## config.mk

```make
export PLATFORM = sky130hd
export DESIGN_NAME = lr35902_oam_dma_flat
export DESIGN_NICKNAME = d
export VERILOG_FILES = /design/src/rtl/lr35902_oam_dma_if.sv /design/src/rtl/lr35902_oam_dma.sv /design/src/flat_wrapper.sv
export SDC_FILE = /design/constraint.sdc
export NUM_CORES = 1
export LEC_CHECK = 0
export BUFFER_PORTS_ARGS = -buffer_cell sky130_fd_sc_hd__buf_2
export CORE_ASPECT_RATIO = 0.8
export CORE_MARGIN = 2
export CORE_UTILIZATION = 47
export DETAILED_ROUTE_END_ITERATION = 16
export PLACE_DENSITY = 0.8
export RECOVER_POWER = 25
export SLEW_MARGIN = 20
export SYNTH_ARGS = -nofsm -noshare
export SYNTH_HDL_FRONTEND = slang
export SYNTH_SLANG_ARGS = --single-unit
```

## constraint.sdc

```tcl
create_clock -name clk -period 2.05 [get_ports clk]
set_input_delay 0.205 -clock clk [delete_from_list [all_inputs] [get_ports clk]]
set_output_delay 0.205 -clock clk [all_outputs]
set_load 0.02 [all_outputs]
```

## src/rtl/lr35902_oam_dma_if.sv

```systemverilog
// Bus bundle between the FF46 OAM DMA engine and its surroundings: CPU register
// access, the DMA read side of the external/video bus, and the OAM write port.
interface lr35902_oam_dma_if;
  logic [7:0]  din;
  logic [7:0]  dout;
  logic        read;
  logic        write;
  logic [7:0]  bus_din;
  logic [15:0] adr_dma;
  logic        rd_dma;
  logic        dma_active;
  logic        busy;
  logic [7:0]  oam_adr;
  logic [7:0]  oam_data;
  logic        oam_wr;

  modport master (
    output din, read, write, bus_din,
    input  dout, adr_dma, rd_dma, dma_active, busy, oam_adr, oam_data, oam_wr
  );

  modport slave (
    input  din, read, write, bus_din,
    output dout, adr_dma, rd_dma, dma_active, busy, oam_adr, oam_data, oam_wr
  );
endinterface

```

## src/rtl/lr35902_oam_dma.sv

```systemverilog
// OAM DMA engine behind FF46: after a short start delay, copies BYTES bytes from
// page {src,00} to OAM, one byte per CLKS_PER_BYTE clocks.
module lr35902_oam_dma #(
  parameter int BYTES         = 160,
  parameter int CLKS_PER_BYTE = 4,
  parameter int START_DELAY   = 4
) (
  input  logic              clk,
  input  logic              reset,
  lr35902_oam_dma_if.slave  bus
);

  localparam int SUB_W = $clog2(CLKS_PER_BYTE);
  localparam int DLY_W = (START_DELAY > 1) ? $clog2(START_DELAY) : 1;

  typedef enum logic [1:0] {
    IDLE  = 2'd0,
    DELAY = 2'd1,
    XFER  = 2'd2
  } state_t;

  state_t             state_q, state_d;
  logic [7:0]         src_q, src_d;
  logic [7:0]         dout_q, dout_d;
  logic [7:0]         idx_q, idx_d;
  logic [SUB_W-1:0]   sub_q, sub_d;
  logic [DLY_W-1:0]   dly_q, dly_d;
  logic               wr_prev_q;

  logic start;
  logic sub_last;
  logic idx_last;
  logic dly_last;
  logic unused_read;

  // Pages E0-FF are the echo of C0-DF; the DMA reads the underlying WRAM.
  function automatic logic [7:0] src_page(input logic [7:0] page);
    return (page >= 8'hE0) ? (page - 8'h20) : page;
  endfunction

  assign start    = bus.write & ~wr_prev_q;
  assign sub_last = (sub_q == SUB_W'(CLKS_PER_BYTE - 1));
  assign idx_last = (idx_q == 8'(BYTES - 1));
  assign dly_last = (dly_q == DLY_W'(START_DELAY - 1));

  assign unused_read = bus.read;

  always_ff @(posedge clk or posedge reset) begin
    if (reset) begin
      state_q   <= IDLE;
      src_q     <= 8'h00;
      dout_q    <= 8'h00;
      idx_q     <= 8'h00;
      sub_q     <= '0;
      dly_q     <= '0;
      wr_prev_q <= 1'b0;
    end else begin
      state_q   <= state_d;
      src_q     <= src_d;
      dout_q    <= dout_d;
      idx_q     <= idx_d;
      sub_q     <= sub_d;
      dly_q     <= dly_d;
      wr_prev_q <= bus.write;
    end
  end

  always_comb begin
    state_d = state_q;
    src_d   = src_q;
    dout_d  = dout_q;
    idx_d   = idx_q;
    sub_d   = sub_q;
    dly_d   = dly_q;

    // A start edge wins over everything, including a restart mid-transfer.
    if (start) begin
      dout_d  = bus.din;
      src_d   = src_page(bus.din);
      idx_d   = 8'h00;
      sub_d   = '0;
      dly_d   = '0;
      state_d = DELAY;
    end else begin
      case (state_q)
        DELAY: begin
          dly_d = dly_q + 1'b1;
          if (dly_last) begin
            idx_d   = 8'h00;
            sub_d   = '0;
            state_d = XFER;
          end
        end
        XFER: begin
          sub_d = sub_q + 1'b1;
          if (sub_last) begin
            if (idx_last) begin
              state_d = IDLE;
            end else begin
              idx_d = idx_q + 8'd1;
            end
          end
        end
        default: begin
          state_d = IDLE;
        end
      endcase
    end
  end

  // Strobes decode straight from the state register so an async reset drops them at once.
  assign bus.busy       = (state_q != IDLE);
  assign bus.dma_active = (state_q == XFER);
  assign bus.rd_dma     = (state_q == XFER);
  assign bus.oam_wr     = (state_q == XFER) & sub_last & ~start;
  assign bus.adr_dma    = {src_q, idx_q};
  assign bus.oam_adr    = idx_q;
  assign bus.oam_data   = bus.bus_din;
  assign bus.dout       = dout_q;

endmodule

```

## src/flat_wrapper.sv

```systemverilog
// flat-port wrapper written by rule: the top's interface ports become plain ports
module lr35902_oam_dma_flat 
#(
  parameter int BYTES         = 160,
  parameter int CLKS_PER_BYTE = 4,
  parameter int START_DELAY   = 4
)
  (clk, reset, bus_din, bus_read, bus_write, bus_bus_din, bus_dout, bus_adr_dma, bus_rd_dma, bus_dma_active, bus_busy, bus_oam_adr, bus_oam_data, bus_oam_wr);
  lr35902_oam_dma_if bus_i ();
  input  logic clk;
  input  logic reset;
  input wire logic [$bits(bus_i.din)-1:0] bus_din;
  input wire logic [$bits(bus_i.read)-1:0] bus_read;
  input wire logic [$bits(bus_i.write)-1:0] bus_write;
  input wire logic [$bits(bus_i.bus_din)-1:0] bus_bus_din;
  output wire logic [$bits(bus_i.dout)-1:0] bus_dout;
  output wire logic [$bits(bus_i.adr_dma)-1:0] bus_adr_dma;
  output wire logic [$bits(bus_i.rd_dma)-1:0] bus_rd_dma;
  output wire logic [$bits(bus_i.dma_active)-1:0] bus_dma_active;
  output wire logic [$bits(bus_i.busy)-1:0] bus_busy;
  output wire logic [$bits(bus_i.oam_adr)-1:0] bus_oam_adr;
  output wire logic [$bits(bus_i.oam_data)-1:0] bus_oam_data;
  output wire logic [$bits(bus_i.oam_wr)-1:0] bus_oam_wr;
  assign bus_i.din = bus_din;
  assign bus_i.read = bus_read;
  assign bus_i.write = bus_write;
  assign bus_i.bus_din = bus_bus_din;
  assign bus_dout = bus_i.dout;
  assign bus_adr_dma = bus_i.adr_dma;
  assign bus_rd_dma = bus_i.rd_dma;
  assign bus_dma_active = bus_i.dma_active;
  assign bus_busy = bus_i.busy;
  assign bus_oam_adr = bus_i.oam_adr;
  assign bus_oam_data = bus_i.oam_data;
  assign bus_oam_wr = bus_i.oam_wr;
  lr35902_oam_dma #(.BYTES(BYTES), .CLKS_PER_BYTE(CLKS_PER_BYTE), .START_DELAY(START_DELAY)) u_core (.clk(clk), .reset(reset), .bus(bus_i));
endmodule
```

# [Word-level counts from Yosys, hierarchy flattened]
# Index checks and enable logic that the tools add are counted.
# Widths: inputs -> output; s select.
[totals] elab_cells=48 ff_bits=31 output_inout_bits=44 in_bits=20
[op_classes] add_sub_neg=4 magnitude_cmp=1 eq_ne=9 reduce_logical=6 n_bitwise=5 mux=16
[ops] operator="$mux 8" n=5
[ops] operator="$mux 2" n=8
[ops] operator="$pmux 8 s2" n=1
[ops] operator="$ne 3x1->1 const B" n=3
[ops] operator="$add 8x1->8 const B" n=1
[ops] operator="$eq 8x8->1 const B" n=1
[ops] operator="$ge 8x8->1 const B" n=1
[ops] operator="$pmux 2 s2" n=2
[ops] operator="$sub 8x6->8 const B" n=1
[ops] operator="$eq 2x2->1 const B" n=3
[ops] operator="$add 2x1->2 const B" n=2
[ops] operator="$reduce_and 4->1" n=1
[ops] operator="$reduce_bool 2->1" n=2
[ops] operator="$and 1x1->1" n=3
[ops] operator="$ne 3x2->1 const B" n=1
[ops] operator="$reduce_and 3->1" n=1
[ops] operator="$reduce_bool 3->1" n=1
[ops] operator="$eq 2x1->1 const B" n=1
[ops] operator="$not 1->1" n=2
[ops] operator="$reduce_and 2->1" n=1

# [Longest topological paths before layout]
# Gate-level depths: netlist of the first run.
[logic_depth] depth_word=5 depth_mapped=5 ltp_nobuf=5

# [Least setup slack after synthesis of the first run]
# Ideal clock, no wire load.
[synth_timing] path_type="register to register" startpoint="reg u_core.idx_q[2], in the netlist u_core.bus.oam_adr[2]" endpoint="reg u_core.idx_q[7], in the netlist u_core.bus.oam_adr[7]" setup_slack_ns=0.548 setup_ns=0.069 required_ns=1.981 arrival_ns=1.432 path_stages_with_launch=5 path_buffers=0 path_cell_list="dfrtp_1 and3_4 nand3_4 or4_1 nand3_1"
[synth_between] elab_chain_cells=5 word_cells_on_any_way=8 cone_classes="add/sub: 1; eq/ne: 2; mux: 4; reduce/logical: 1"
[synth_rtl] element="from (decl)" line="lr35902_oam_dma.sv:25" text="logic [7:0] idx_q, idx_d;"
[synth_rtl] element="from (signal assigned)" line="lr35902_oam_dma.sv:61" text="idx_q <= idx_d;"
[synth_rtl] element="$add 8x1->8" line="lr35902_oam_dma.sv:100" text="idx_d = idx_q + 8'd1;"
[synth_rtl] element="$mux 8" line="lr35902_oam_dma.sv:97" text="if (idx_last) begin"
[synth_rtl] element="$mux 8" line="lr35902_oam_dma.sv:96" text="if (sub_last) begin"
[synth_rtl] element="$pmux 8 s2" line="lr35902_oam_dma.sv:85" text="case (state_q)"
[synth_rtl] element="$mux 8" line="lr35902_oam_dma.sv:77" text="if (start) begin"
# Several ways; a longest one is shown, not always the timed one. The select of a mux whose other input is x is not followed.
# A chain may end at the register's enable or synchronous reset.

# [Worst setup path in the final report of the first run]
[layout_timing] startpoint="reg u_core.state_q[0]" endpoint="out bus_oam_wr"
[layout_between] elab_chain_cells=3
[layout_rtl] element="from (decl)" line="lr35902_oam_dma.sv:22" text="state_t state_q, state_d;"
[layout_rtl] element="from (signal assigned)" line="lr35902_oam_dma.sv:58" text="state_q <= state_d;"
[layout_rtl] element="$eq 2x2->1" line="lr35902_oam_dma.sv:115" text="assign bus.oam_wr = (state_q == XFER) & sub_last & ~start;"
[layout_rtl] element="$and 1x1->1 (2 in a row)" line="lr35902_oam_dma.sv:115"
[layout_rtl] element="to (decl)" line="flat_wrapper.sv:23" text="output wire logic [$bits(bus_i.oam_wr)-1:0] bus_oam_wr;"
# Every way passes these cells.

==> run metrics, run 1 <==
post-DR wirelength/cell=12.25 um; total CTS buffers=3; Yosys top cell area share=44.83%; post-synthesis sequential area ratio=44.83%; largest net degree at the start of global routing=27; Critical Setup Path Class=reg -> out; DR vias=1156; largest area contributor in the netlist=dfrtp_1; number of routed nets with antenna violations=0; Rows=18; Critical R2R Launch=u_core.sub_q[0]; Hold Crit Class=in -> reg; # IOs=64; crit-path max cell delay=0.42 ns; root buf cell=clkbuf_8; # placed instances=223; post-CTS resize count=0; critical path fanouts, max=9; Post-synth top flop=dfrtp_1; WHS Endpoint=u_core.wr_prev_q; post-DP HPWL=2.067 mm; RSZ-0062 raised after global routing=false; share of layout cells above drive strength 1=33.51%; input/output buffers=46; total track usage=16.96%; Syn-to-layout area delta=13.53%; Hold Crit Depth=1; Buf+Inv Stages, Crit Path=3; final net count=213; routed wire length=2.794 mm; Synth Net Count=183; cells along the critical path=nand2b_2 -> inv_2 -> nand3_2 -> inv_1 -> buf_2; design area=0.001648 mm2; Slew @ Worst Pin=0.6215 ns; Overflow after GRT=0; Max-slew headroom=58.57%; CP required=1.85 ns; outcome=complete, no violations; power density cells=891.4 mW/mm2; R2R Setup Slk=0.39 ns; 1st-pass router iterations=4; Critical Path AT=1.46 ns; LEAKAGE=0.9345 nW; Worst path top cell family by delay=flip-flops; Final Hold Viols=0; final core occ=54.60%; TritonCTS clock tree=done; drt via density=5.070; count of mapped cells out of synthesis=159; worst-skew pair later-pin latency=0.27 ns; most numerous cell in the Yosys netlist=nand2_1; EDFF count, synth=0; Die Y=53.71 um; Seq cells post-synth=26; Post-route DRC=0; postcts setup bufs=0; final slew viol count=0; Iter 0 DRT Violations=145; slowest CP cell=dfrtp_1; Core ar.=0.003018 mm2; area post-placement=0.001570 mm2; Cell Area, Synth=0.001451 mm2; initial core utilization=48.09%; cts-stage hold buffer count=1; asr flop ratio synth=100.0%; synth cell count leaders=nand2_1 (36), dfrtp_1 (26), buf_4 (22), nand3_1 (10); final setup fails=0; worst vdd ir=0.6130 mV; clock-pin slew on the worst setup and hold paths=0.09 ns; die area=0.003552 mm2; initial antenna violation count=0; worst hold slack=0.05938 ns; Final Skew=0.002353 ns; Max Buffers Root-to-Sink=2; reg2reg end=u_core.bus.oam_adr[0]; CP endpoint kind=primary output; Distinct cells, synth=36; vias in the first global route=1055; YS warnings=0; maximum clock frequency=601.7 MHz; min-delay src=bus_write; Reg2Reg Depth=5; diode count=0; Area contributors post-synth=dfrtp_1 (45%), buf_4 (11%), nand2_1 (9.3%), ha_1 (3.4%), nand3_1 (3.4%); routability cong.=0.8502; CTS sink cnt=26; Period Utilization, post-route=81.07%; Fin Setup TNS=0 ns; Non-Filler Instances=228; startpoint types=flip-flop; Tmin final=1.662 ns; CTS H-Tree Depth=1; average cell area after synthesis=9.128 um2; Max Cap Viol=0; Die W=66.13 um; first-pass GRT wire length=4.560 mm
-- layout make-up --
class | instances | area (um2)
fill | 293 | 1370
sequential | 26 | 650.6
tap | 40 | 50.05
clock buffer | 3 | 41.29
timing repair buffer | 50 | 259.0
inverter | 8 | 30.03
multi-input combinational | 100 | 586.8
clock inverter | 1 | 30.03
-- sequential cells by signal, indices dropped and copies added, names as in the netlist --
register / flops
u_core.bus.dout: 8
u_core.bus.oam_adr: 8
u_core.src_q: 3
u_core.dly_q: 2
u_core.state_q: 2
u_core.sub_q: 2
u_core.wr_prev_q: 1
-- metrics by stage --
stage	power, mW	setup slack [ns]
3_3_place_gp	1.043	0.4147
4_1_cts	1.490	0.3848
5_1_grt	1.564	0.1901
2_1_floorplan	0.9774	0.5483
3_5_place_dp	1.056	0.4050
6_report	1.469	0.3881
-- power by group --
group / internal [mW] / total [mW] / switching (mW)
Sequential: 0.581 / 0.636 / 0.0549
Clock: 0.261 / 0.426 / 0.164
Combinational: 0.158 / 0.407 / 0.250
-- metal layers --
layer  vias up  wire (um)  track usage, %
li1        570          -               -
met1       534       1246           21.14
met5         -          0               0
met4         0         30           3.401
met3         4        251           7.113
met2        48       1265           28.00
-- cell families after synthesis --
group	count (synthesis)	share of synthesized area (%)
AND/OR/NAND/NOR	69	23.54
adder cells (fa/ha/maj)	4	3.448
buffers and inverters	33	14.74
multiplexers	2	1.465
XOR/XNOR	1	0.6036
flip-flops	26	44.83
AO/OA/AOI/OAI	24	11.38
-- worst max-delay path by stage --
stage | depth (start not counted) | slack, ns | start | end
2_1_floorplan | 4 | 0.55 | u_core.bus.oam_adr[2] | u_core.bus.oam_adr[7]
5_1_grt | 5 | 0.19 | u_core.dly_q[0] | u_core.bus.oam_adr[0]
6_report | 5 | 0.39 | u_core.state_q[0] | bus_oam_wr
3_5_place_dp | 5 | 0.40 | u_core.sub_q[0] | u_core.bus.oam_adr[0]
3_3_place_gp | 5 | 0.41 | u_core.sub_q[0] | u_core.bus.oam_adr[0]
4_1_cts | 5 | 0.38 | u_core.state_q[0] | bus_oam_wr
-- cells in the final DEF (no fill, tap or decap), types with 2 or more instances in the layout --
cell type	count
buf_4	2
o211ai_1	2
nor3_1	4
a21oi_1	5
buf_2	45
nand3_1	10
and3_1	2
ha_1	4
inv_1	7
nor2_1	6
a22o_1	3
a21o_1	2
dfrtp_1	26
o21ai_0	7
nand2_1	36
clkbuf_8	3
-- worst reg2reg max path: cells and delay by family, from the launching register on --
kind / cells / cell delay, ns
buffers and inverters: 1 / 0.07
AOI/OAI and AO/OA: 2 / 0.54
DFF: 1 / 0.40
adders and majority gates: 1 / 0.24
muxes: 1 / 0.30
Power figures use the tool's default switching activity.
==> inputs of run 2 (changes only) <==
Settings changed: ABC_AREA set to 1, PLACE_DENSITY 0.8 to 0.79.
Clock period 2.05 ns to 1.62 ns, I/O delays scaled along.
==> run 2 against run 1 <==
  * Sequential share of layout area decreased by 1.9 points
  * Sequential power increased by 28%
  * Flip-flop and latch count unchanged
  * Total power increased by 31%
  * Wire length increased by 1.0%
  * Clock skew increased by 0.0033 ns
  * Largest power group unchanged
  * Non-clock buffer count increased by 4
  * Synthesized area increased by 2.8%
==> run metrics, run 2 <==
Overflow after GRT=0 (unchanged); Clk pwr share=27.7% (-1.3 points); worst vdd ir=0.5900 mV (-3.8%); average cell area after synthesis=8.247 um2 (-9.7%); Area contributors post-synth=dfrtp_1 (44%), nand2_1 (14%), buf_4 (11%), o21ai_0 (5.0%), inv_1 (3.8%); routability cong.=0.8259 (-2.9%); Reg power frac=42.2% (-1.1 points); Hold Crit Class=in -> reg; Critical R2R Launch=u_core.bus.oam_adr[0]; Post-synth top flop=dfrtp_1; Rows=18 (unchanged); vias in the first global route=1040 (-1.4%); Period Utilization, post-route=92.48%; number of routed nets with antenna violations=0 (unchanged); Final Hold Viols=0 (unchanged); post-DP HPWL=1.974 mm (-4.5%); Fin Setup TNS=0 ns (unchanged); Core ar.=0.003063 mm2 (+1.5%); synth cell count leaders=nand2_1 (55), dfrtp_1 (26), buf_4 (22), inv_1 (15), o21ai_0 (15); min-delay src=bus_write; final net count=240 (+13%); most numerous cell in the Yosys netlist=nand2_1; asr flop ratio synth=100.0% (unchanged); Final Skew=0.005666 ns (+0.003313 ns); EDFF count, synth=0 (unchanged); most frequent cells in the layout=nand2_1 (54), buf_2 (45), dfrtp_1 (26), inv_1 (15), o21ai_0 (15); most common cell after layout, fill and taps aside=nand2_1; outcome=complete, no violations; routed wire length=2.822 mm (+1.0%); Slew @ Worst Pin=0.6493 ns (+0.02789 ns); largest area contributor in the netlist=dfrtp_1; post-synthesis sequential area ratio=43.59% (-1.2 points); Comb pwr share=30.1% (+2.4 points); count of mapped cells out of synthesis=181 (+14%); cells along the critical path=ha_1 -> nand2_2 -> nor2_4 -> nand2_2 -> nor2_4 -> clkbuf_2 -> o21ai_0 -> nand2_1; LEAKAGE=0.9953 nW (+6.5%); CTS sink cnt=26 (unchanged); root buf cell=clkbuf_8; Syn-to-layout area delta=15.84%; input/output buffers=46 (unchanged); # placed instances=245 (+9.9%); slowest CP cell=dfrtp_1; total track usage=16.64% (-0.33 points); Reg2Reg Depth=8 (+3); crit-path max cell delay=0.42 ns (about the same); 1st-pass router iterations=4 (unchanged); reg2reg end=u_core.bus.oam_adr[1]; DR vias=1194 (+3.3%); Seq cells post-synth=26 (unchanged); Critical Setup Path Class=reg -> reg; Yosys top cell area share=43.59% (-1.2 points); Psw=0.6730 mW (+44%); drt via density=4.682 (-7.6%); P_int=1.258 mW (+26%); total CTS buffers=3 (unchanged); Max Cap Viol=0 (unchanged); critical path fanouts, max=6 (-3); worst-skew pair later-pin latency=0.27 ns (about the same); Non-Filler Instances=255 (+12%); die area=0.003645 mm2 (+2.6%); Tmin final=1.498 ns; diode count=0 (unchanged); Hold Crit Depth=1 (unchanged); Max Buffers Root-to-Sink=2 (unchanged); Synth Net Count=205 (+12%); Die Y=54.41 um (+1.3%); WHS Endpoint=u_core.wr_prev_q; final setup fails=0 (unchanged); CP required=1.83 ns (-0.02 ns); initial antenna violation count=0 (unchanged); R2R Setup Slk=0.12 ns (-0.27 ns); TritonCTS clock tree=done; worst hold slack=0.02690 ns (-0.03248 ns); Iter 0 DRT Violations=38 (-74%); initial core utilization=48.73% (+0.64 points); power density cells=1117 mW/mm2 (+25%); Critical Path AT=1.71 ns (+0.25 ns); CTS H-Tree Depth=1 (unchanged); Cell Area, Synth=0.001493 mm2 (+2.8%); # IOs=64 (unchanged); YS warnings=0 (unchanged); Distinct cells, synth=27 (-25%); CP endpoint kind=flip-flop; switching part of the total=34.86% (+2.9 points); largest net degree at the start of global routing=27 (unchanged); post-DR wirelength/cell=11.07 um (-9.7%); Max-slew headroom=56.71% (-1.9 points); startpoint types=flip-flop; Post-route DRC=0 (unchanged); first-pass GRT wire length=4.554 mm (-0.13%); Die W=67.01 um (+1.3%); clock-pin slew on the worst setup and hold paths=0.09 ns (about the same); share of layout cells above drive strength 1=33.95% (+0.44 points); maximum clock frequency=667.4 MHz; final slew viol count=0 (unchanged)
==> run 2: changes by cell type after synthesis, sizes merged, moves of 4 or more <==
cell,change
a21oi,-5
inv,+8
nand2,+23
nand3,-5
nor2,+13
nor3,-4
o21ai,+8
==> run 2: how the worst max path moves through the flow <==
stage | startpoint | to | slack, ns | cells past startpoint
after floorplan | u_core.bus.oam_adr[0] | u_core.bus.oam_adr[2] | 0.14 | 8
after global placement | u_core.bus.oam_adr[0] | u_core.bus.oam_adr[6] | 0.15 | 8
after detailed placement | u_core.bus.oam_adr[0] | u_core.bus.oam_adr[6] | 0.12 | 8
after CTS | u_core.bus.oam_adr[0] | u_core.bus.oam_adr[6] | 0.1 | 8
after global routing | u_core.bus.oam_adr[0] | u_core.bus.oam_adr[5] | -0.02 | 8
final | u_core.bus.oam_adr[0] | u_core.bus.oam_adr[1] | 0.12 | 8
==> run 2: area by class of cell <==
type | instances | area (um2)
clock inverters | 1 | 30.03
inverters | 17 | 65.06
flip-flops and latches | 26 | 650.6
clock buffers | 3 | 41.29
well taps | 40 | 50.05
repair buffers | 54 | 286.5
fillers | 293 | 1334
multi-input cells | 114 | 605.6
==> run 2: logic make-up (layout without fill, tap and decap cells) <==
kind of cell | Yosys count | in the layout | share of synthesized area [%]
xor gates and xnor gates | 2 | 2 | 1.174
and+or+nand+nor | 86 | 86 | 26.99
DFF | 26 | 26 | 43.59
buffers and inverters | 41 | 75 | 16.01
muxes | 1 | 1 | 0.7543
adders and majority gates | 4 | 4 | 3.353
AOI/OAI and AO/OA | 21 | 21 | 8.132
==> run 2: worst max-delay path: cells and delay by family, from the launching register on <==
family | cells | cell delay (ns)
adders and majority gates | 1 | 0.20
DFF | 1 | 0.42
buffers and inverters | 1 | 0.17
AOI/OAI and AO/OA | 1 | 0.10
and+or+nand+nor | 5 | 0.57
==> run 2: power groups by stage <==
stage,clock network [mW],logic [mW],registers (mW)
after detailed placement,0,0.583,0.827
after global routing,0.576,0.663,0.831
after CTS,0.551,0.588,0.816
after global placement,0,0.570,0.825
final,0.535,0.582,0.814
after floorplan,0,0.423,0.876
==> run 2: timing repair <==
item / in CTS / in global routing
hold endpoints to repair: 26 / 0
buffers inserted: 0 / 5
hold buffers: 1 / 0
endpoints found under the setup margin: 0 / 4
gates resized for setup: 0 / 2
==> run 2: routing by layer <==
layer | wire length [um] | up-vias | GRT usage (%)
met3 | 196 | 2 | 5.144
li1 | - | 617 | -
met5 | 0 | - | 0
met4 | 16 | 0 | 3.741
met2 | 1251 | 41 | 26.57
met1 | 1358 | 534 | 22.40
==> run 2: per-stage QoR <==
step / total power [mW] / area, um2 / worst slack, ns / util (%)
final: 1.931 / 1729 / 0.1218 / 56.45
after global routing: 2.070 / 1729 / -0.02167 / 56.45
after CTS: 1.955 / 1695 / 0.09984 / 55.35
after detailed placement: 1.410 / 1614 / 0.1248 / 52.70
after global placement: 1.396 / 1614 / 0.1550 / 52.70
after floorplan: 1.299 / 1493 / 0.1376 / -
==> inputs of run 3 (changes only) <==
Settings changed: CORE_ASPECT_RATIO 0.8 to 1.4.
==> run 3 against run 2 <==
  * Setup slack improved by 0.067 ns
  * Critical path depth fell by 3
  * Flip-flop and latch count did not move
  * First-iteration DRC count fell by 53%
  * Cell count fell by 1.2%
  * Non-clock buffer count fell by 3
  * Global-route usage fell by 0.21 points
  * Count of clock-buffer cells in the layout rose by 1
  * Combinational power rose by 2%
  * Critical path type is now reg -> out
==> run metrics, run 3 (same netlist as run 2, synthesis figures left out) <==
outcome=complete, no violations; LEAKAGE=0.9720 nW (-2.3%); number of routed nets with antenna violations=0 (unchanged); M3 GR Usage=2.321% (-2.8 points); Tmin final=1.431 ns (-0.06741 ns); Max Cap Viol=0 (unchanged); met1 Track Usage GR=20.55% (-1.8 points); diode count=0 (unchanged); Die W=51.63 um (-23%); most common cell after layout, fill and taps aside=nand2_1; routability cong.=0.7352 (-11%); routed wire length=2.680 mm (-5.0%); initial antenna violation count=0 (unchanged); share of layout cells above drive strength 1=32.86% (-1.1 points); vias in the first global route=1093 (+5.1%); maximum clock frequency=698.9 MHz (+4.7%); post-CTS resize count=0 (unchanged); met2 Use GR=28.63% (+2.1 points); Core ar.=0.003063 mm2 (unchanged); Period Utilization, post-route=88.32% (-4.2 points); final setup fails=0 (unchanged); first-pass GRT wire length=4.636 mm (+1.8%); CTS H-Tree Depth=1 (unchanged); Iter 0 DRT Violations=18 (-53%); 1st-pass router iterations=4 (unchanged); power density cells=1072 mW/mm2 (-4.0%); most frequent cells in the layout=nand2_1 (55), buf_2 (45), dfrtp_1 (26), inv_1 (15), o21ai_0 (15); DR vias=1193 (-0.084%); Rows=24 (+6); post-DP HPWL=2.040 mm (+3.3%); Post-route DRC=0 (unchanged); Die Y=70.68 um (+30%); fillers=316 (+7.8%); TritonCTS clock tree=done; drt via density=4.734 (+1.1%); total CTS buffers=3 (unchanged); # IOs=64 (unchanged); clock-pin slew on the worst setup and hold paths=0.09 ns (about the same); Max-slew headroom=57.92% (+1.2 points); Final Skew=0.004314 ns (-0.001352 ns); Syn-to-layout area delta=13.58%; Final Hold Viols=0 (unchanged); RSZ-0062 raised after global routing=false; total track usage=16.42% (-0.21 points); Max Buffers Root-to-Sink=2 (unchanged); Fin Setup TNS=0 ns (unchanged); largest net degree at the start of global routing=27 (unchanged); Overflow after GRT=0 (unchanged); area post-placement=0.001620 mm2 (+0.39%); worst vdd ir=0.5298 mV (-10%); startpoint types=flip-flop; CP required=1.46 ns (-0.37 ns); worst-skew pair later-pin latency=0.27 ns (about the same); post-DR wirelength/cell=10.63 um (-3.9%); die area=0.003649 mm2 (+0.10%); Slew @ Worst Pin=0.6311 ns (-0.01820 ns); Critical Setup Path Class=reg -> out; input/output buffers=46 (unchanged); initial core utilization=48.73% (unchanged); design area=0.001695 mm2 (-2.0%); critical path fanouts, max=8 (+2); Hold Crit Class=in -> reg; Critical Path AT=1.27 ns (-0.44 ns); CTS sink cnt=26 (unchanged); gr busiest metal=met2; final net count=238 (-0.83%); final slew viol count=0 (unchanged); Total Power=1.818 mW (-5.9%); root buf cell=clkbuf_8; worst hold slack=0.02462 ns (-0.002278 ns); CP endpoint kind=primary output
## run 3: final timing paths
path	start	to	slack, ns	depth (start not counted)
hold / removal	bus_write	u_core.wr_prev_q	0.02	1
max in group asynchronous	reset	u_core.bus.oam_adr[2]	0.62	4
hold reg to reg	u_core.bus.dout[6]	u_core.bus.dout[6]	0.49	2
setup reg to reg	u_core.bus.oam_adr[1]	u_core.bus.oam_adr[7]	0.19	8
min in group asynchronous	reset	u_core.bus.oam_adr[7]	0.59	4
setup / recovery	u_core.state_q[1]	bus_oam_wr	0.19	5
## run 3: layer usage
| layer | vias to the layer above | wire length (um) |
|---|---|---|
| li1 | 610 | - |
| met4 | 0 | 16 |
| met3 | 2 | 131 |
| met2 | 33 | 1455 |
| met1 | 548 | 1077 |
| met5 | - | 0 |
## run 3: area by class of cell
type	count	area, um2	area share (%)
repair buffers	51	266.5	15.72
flip-flops and latches	26	650.6	38.38
clock buffers	4	55.05	3.247
multi-input cells	115	609.3	35.94
inverters	17	65.06	3.838
well taps	39	48.80	2.878
## run 3: power breakdown
part / leakage, nW / switching (mW) / total, mW / internal (mW)
combinational: 0.605 / 0.400 / 0.596 / 0.196
sequential: 0.338 / 0.0676 / 0.810 / 0.743
clock: 0.0288 / 0.195 / 0.412 / 0.217
## run 3: worst max-delay path, cell delays in order, from the launching register on
cell and delay (ns):
dfrtp_1 0.40, inv_2 0.07, nor2_4 0.13, nand2_4 0.11
nor2_1 0.12, buf_2 0.17
## run 3: stage by stage
stage | utilization, % | instances | worst slack (ns)
global placement | 52.90 | 245 | 0.1621
detailed placement | 52.90 | 245 | 0.1383
CTS | 55.02 | 250 | 0.1159
finish | 55.35 | 252 | 0.1892
floorplan | - | 181 | 0.1376
global route | 55.35 | 252 | 0.03767
## run 3: timing repair
| action | 4_1_cts | 5_1_grt |
|---|---|---|
| hold endpoints to repair | 26 | 0 |
| hold buffers | 1 | 0 |
| endpoints found under the setup margin | 0 | 4 |
| setup buffers | 0 | 1 |
